$ cat config.mk
export PLATFORM = sky130hd
export DESIGN_NAME = pixel_job_gen
export DESIGN_NICKNAME = d
export VERILOG_FILES = /design/src/rtl/pixel_job_gen.sv
export SDC_FILE = /design/constraint.sdc
export NUM_CORES = 2
export LEC_CHECK = 0
export BUFFER_PORTS_ARGS = -buffer_cell sky130_fd_sc_hd__clkbuf_2
export CORE_MARGIN = 8
export CORE_UTILIZATION = 60
export CTS_CLUSTER_DIAMETER = 150
export DETAILED_ROUTE_END_ITERATION = 16
export GPL_TIMING_DRIVEN = 0
export PLACE_DENSITY = 0.8
export SLEW_MARGIN = 20
export SYNTH_ARGS = -nofsm -noshare
export SYNTH_HDL_FRONTEND = slang
export SYNTH_SLANG_ARGS = --single-unit
$ cat constraint.sdc
create_clock -name clk -period 14.3 [get_ports clk]
set_input_delay 4.29 -clock clk [delete_from_list [all_inputs] [get_ports clk]]
set_output_delay 4.29 -clock clk [all_outputs]
set_load 0.03 [all_outputs]
$ cat src/rtl/pixel_job_gen.sv
// Pixel job generator: walks an external column/row counter chain and emits one
// (x, y, c_re, c_im) job per pixel through a two-stage stallable pipeline.
module pixel_job_gen #(
    parameter int NX = 10,
    parameter int NY = 10,
    parameter int W  = 32
) (
    input  logic          clk,
    input  logic          reset,
    input  logic          start,
    input  logic [W-1:0]  re_min,
    input  logic [W-1:0]  im_max,
    input  logic [W-1:0]  step,
    input  logic [NX-1:0] col_q,
    input  logic          col_tick,
    input  logic [NY-1:0] row_q,
    input  logic          row_tick,
    output logic          col_en,
    output logic          row_en,
    output logic          job_valid,
    input  logic          job_ready,
    output logic [NX-1:0] job_x,
    output logic [NY-1:0] job_y,
    output logic [W-1:0]  job_c_re,
    output logic [W-1:0]  job_c_im,
    output logic          job_last,
    output logic          busy,
    output logic          done
);

    typedef enum logic [1:0] {
        IDLE  = 2'd0,
        RUN   = 2'd1,
        DRAIN = 2'd2
    } state_t;

    state_t state_q, state_d;

    logic [W-1:0]  re_min_q, im_max_q, step_q;

    logic          s1_valid_q, s1_last_q;
    logic [NX-1:0] s1_col_q;
    logic [NY-1:0] s1_row_q;

    logic          job_valid_q, job_last_q;
    logic [NX-1:0] job_x_q;
    logic [NY-1:0] job_y_q;
    logic [W-1:0]  job_c_re_q, job_c_im_q;
    logic          done_q;

    logic          pipe_adv;
    logic          frame_load;
    logic          last_capture;
    logic          final_hs;
    logic [W-1:0]  col_ext, row_ext;
    logic [W-1:0]  c_re_d, c_im_d;

    always_comb begin
        pipe_adv     = !job_valid_q || job_ready;
        col_en       = (state_q == RUN) && pipe_adv;
        row_en       = col_en && col_tick;
        frame_load   = (state_q == IDLE) && start;
        last_capture = col_en && col_tick && row_tick;
        final_hs     = (state_q == DRAIN) && job_valid_q && job_ready && job_last_q;

        state_d = state_q;
        case (state_q)
            IDLE:    if (frame_load)   state_d = RUN;
            RUN:     if (last_capture) state_d = DRAIN;
            DRAIN:   if (final_hs)     state_d = IDLE;
            default: state_d = IDLE;
        endcase
    end

    // Coordinates are formed in stage 2 from the captured indices; the W-bit
    // multiply keeps only the low bits, giving two's-complement wrap.
    always_comb begin
        col_ext = W'(s1_col_q);
        row_ext = W'(s1_row_q);
        c_re_d  = re_min_q + col_ext * step_q;
        c_im_d  = im_max_q - row_ext * step_q;
    end

    always_ff @(posedge clk or posedge reset) begin
        if (reset) begin
            state_q <= IDLE;
        end else begin
            state_q <= state_d;
        end
    end

    always_ff @(posedge clk or posedge reset) begin
        if (reset) begin
            re_min_q <= '0;
            im_max_q <= '0;
            step_q   <= '0;
        end else if (frame_load) begin
            re_min_q <= re_min;
            im_max_q <= im_max;
            step_q   <= step;
        end
    end

    always_ff @(posedge clk or posedge reset) begin
        if (reset) begin
            s1_valid_q  <= 1'b0;
            s1_last_q   <= 1'b0;
            s1_col_q    <= '0;
            s1_row_q    <= '0;
            job_valid_q <= 1'b0;
            job_last_q  <= 1'b0;
            job_x_q     <= '0;
            job_y_q     <= '0;
            job_c_re_q  <= '0;
            job_c_im_q  <= '0;
        end else if (pipe_adv) begin
            s1_valid_q  <= col_en;
            s1_last_q   <= col_tick && row_tick;
            s1_col_q    <= col_q;
            s1_row_q    <= row_q;
            job_valid_q <= s1_valid_q;
            job_last_q  <= s1_last_q;
            job_x_q     <= s1_col_q;
            job_y_q     <= s1_row_q;
            job_c_re_q  <= c_re_d;
            job_c_im_q  <= c_im_d;
        end
    end

    always_ff @(posedge clk or posedge reset) begin
        if (reset) begin
            done_q <= 1'b0;
        end else begin
            done_q <= final_hs;
        end
    end

    assign job_valid = job_valid_q;
    assign job_last  = job_last_q;
    assign job_x     = job_x_q;
    assign job_y     = job_y_q;
    assign job_c_re  = job_c_re_q;
    assign job_c_im  = job_c_im_q;
    assign busy      = (state_q != IDLE);
    assign done      = done_q;

endmodule

==> flow_summary.toml <==
[clock_tree]
cts_hold_buf = 0
cts_tree = "yes"
cts.sinks = 207
h-tree-depth = 1
cts-root-buf = "clkbuf_16"
cts_resized = 0
cts_setup_buffers = 0
numCtsBuffers = 24
max-clock-path-buffers = 3
insertion_delay_ns = 0.56
clk_pin_slew_ns = 0.06

[timing]
maxSlewHeadroom_pct = 24.25
worst_clock_skew_ns = 0.01820
fin_crit_ns = 10.12
grt_setup_unrepaired = "no"
final_hold_viol_count = 0
fmax_mhz = 98.86
fin_setup_tns_ns = 0
tightest_slew_ns = 1.136
fin_crit_sh_pct = 70.74
finalMaxSlewViolations = 0
setup_viol = 0

[run]
maxCapViolations = 0

[logic_synthesis]
synth_area_leaders = "fa_1 36%, dfrtp_1 21%, nand2_1 7.4%, inv_1 7.0%, and2_1 6.6%"
yosys.area.top_type = "fa_1"
syn_avg_cell_area_um2 = 9.404
syn-num-nets = 3362
synthCells = 2680
mappedNetlistArea_mm2 = 0.02520
yosysSeqAreaShare_pct = 20.55
synth_top_flop_cell = "dfrtp_1"
async_flop_share_pct = 100.0
synth-seq-cells = 207
ys_types = 58
ys.warnings.count = 0
synth_edf_count = 0
synth_top_area_share_pct = 36.38

[die]
dieArea_mm2 = 0.04882
ioPinCount = 212
core-area_mm2 = 0.04167
die_w_um = 220.9
die_h_um = 220.9
start_util_pct = 60.49
fp-row-count = 75

[worst_setup_path]
crit_fanout = 10
r2r_end = "job_c_im[30]"
critical_path_class = "primary input to output port"
reg2reg_from = "s1_row_q[4]"
cp.arrival_ns = 5.83
reg2reg_depth = 20
worst_setup_path_end_kind = "output port"
r2r_slack_ns = 7.55
critical_path_required_ns = 10.01
startpoint_type = "primary input"

[worst_hold_path]
min_path_cells = 2
hp-start = "job_y[1]"
min_to = "job_y[1]"
min_path_type = "flip-flop to flip-flop"

[final_layout]
syn_to_final_growth_pct = 10.39
drive_gt1_share_pct = 11.85
fin_nets = 3601

[drt]
final_antenna_net_count = 0
dr.pass1.iters = 6
drtIter0Drc = 1776
vias = 19583
viasPerCell = 5.632
wl_per_cell_um = 21.82
drt-total-wl_um = 75850
drc = 0

[grt]
gr-usage-all-layers_pct = 31.48
antenna_found_initial = 3
grt_max_degree = 75
grt_first_pass_wirelength_um = 119000
grt_pass1_vias = 21436
grt-ovfl-total = 0

[placement]
place_congestion = 0.9712
portBuffers = 211
hpwl_um = 61130

[outcome]
status = "completed"
[cell type report]
class	count	area, um2
Inverter	470	1772
Buffer	149	568.0
Timing Repair Buffer	213	1111
Sequential cell	207	5180
Fill cell	3391	13840
Clock buffer	32	671.9
Tap cell	539	674.4
Clock inverter	11	142.6
Multi-Input combinational cell	1854	17700
Antenna cell	2	5.005
[worst max-delay path: stages]
cell and delay [ns]:
clkbuf_2 0.10, nor2b_1 0.13, clkbuf_1 0.63, nor2_1 0.25
and2_1 0.23, clkbuf_2 0.18
[layout by cell type, fill, tap and decap left out, types with 21 or more instances in the layout]
cell type  count
inv_1        469
xor2_1        26
clkbuf_16     25
clkbuf_1     140
a21o_1        21
ha_1         102
mux2_2        71
and2_1       267
o21ai_0       53
xnor2_1       58
nor2_1        62
nand2_1      499
clkbuf_2     216
dfrtp_1      207
a21oi_1       83
fa_1         458
[state kept, by name, indices dropped and copies added, names as in the netlist, 10 cells and up]
signal	count
s1_row_q	10
im_max_q	32
job_x	10
re_min_q	32
s1_col_q	10
job_c_im	32
job_c_re	32
job_y	10
step_q	32
[layer usage]
layer | GRT usage [%] | vias to the layer above | part of all wire (%)
met5 | 0 | - | 0.036
met4 | 12.51 | 4 | 4.1
met3 | 8.054 | 189 | 9.0
met2 | 52.21 | 827 | 48
met1 | 39.31 | 10042 | 39
li1 | - | 8521 | -
[cell usage after synthesis (21+ instances only)]
library cell / count
dfrtp_1: 207
nor2_1: 62
ha_1: 102
o21ai_0: 53
xnor2_1: 58
clkbuf_1: 140
inv_1: 470
mux2_2: 71
xor2_1: 26
a21o_1: 21
fa_1: 458
nand2_1: 499
and2_1: 267
a21oi_1: 83
[worst max path at each step]
stage | slack (ns) | startpoint | end
final | 4.18 | job_ready | row_en
after global routing | 4.17 | job_ready | row_en
after CTS | 4.25 | job_ready | row_en
after detailed placement | 4.26 | job_ready | row_en
after global placement | 2.21 | reset | job_c_re[8]
after floorplan | 4.36 | reset | done
[cells by family (layout without fill, tap and decap cells)]
group | count (synthesis) | count (layout) | synth area share (%)
AND/OR/NAND/NOR | 893 | 893 | 16.55
buffers and inverters | 619 | 875 | 9.229
adder cells (fa/ha/maj) | 560 | 560 | 41.45
AO/OA/AOI/OAI | 243 | 243 | 6.002
flip-flops | 207 | 207 | 20.55
XOR/XNOR | 84 | 84 | 2.919
multiplexers | 74 | 74 | 3.297
other | 0 | 2 | 0
[metrics by stage]
stage          cell area (um2)  utilization, %  hold WS, ns  instances  worst slack (ns)
6_report                 27820           66.77       0.4698       3477             4.185
5_1_grt                  27820           66.76       0.4974       3475             4.167
4_1_cts                  27810           66.75       0.4712       3475             4.249
3_5_place_dp             27000           64.80       0.4552       3432             4.260
3_3_place_gp             26930           64.64       0.4489       3430             2.208
2_1_floorplan            25200               -       0.4354       2680             4.358
Power is left out: the tool's default activity adds up to more than one toggle a clock period on the data nets, which glitch-free logic cannot reach.
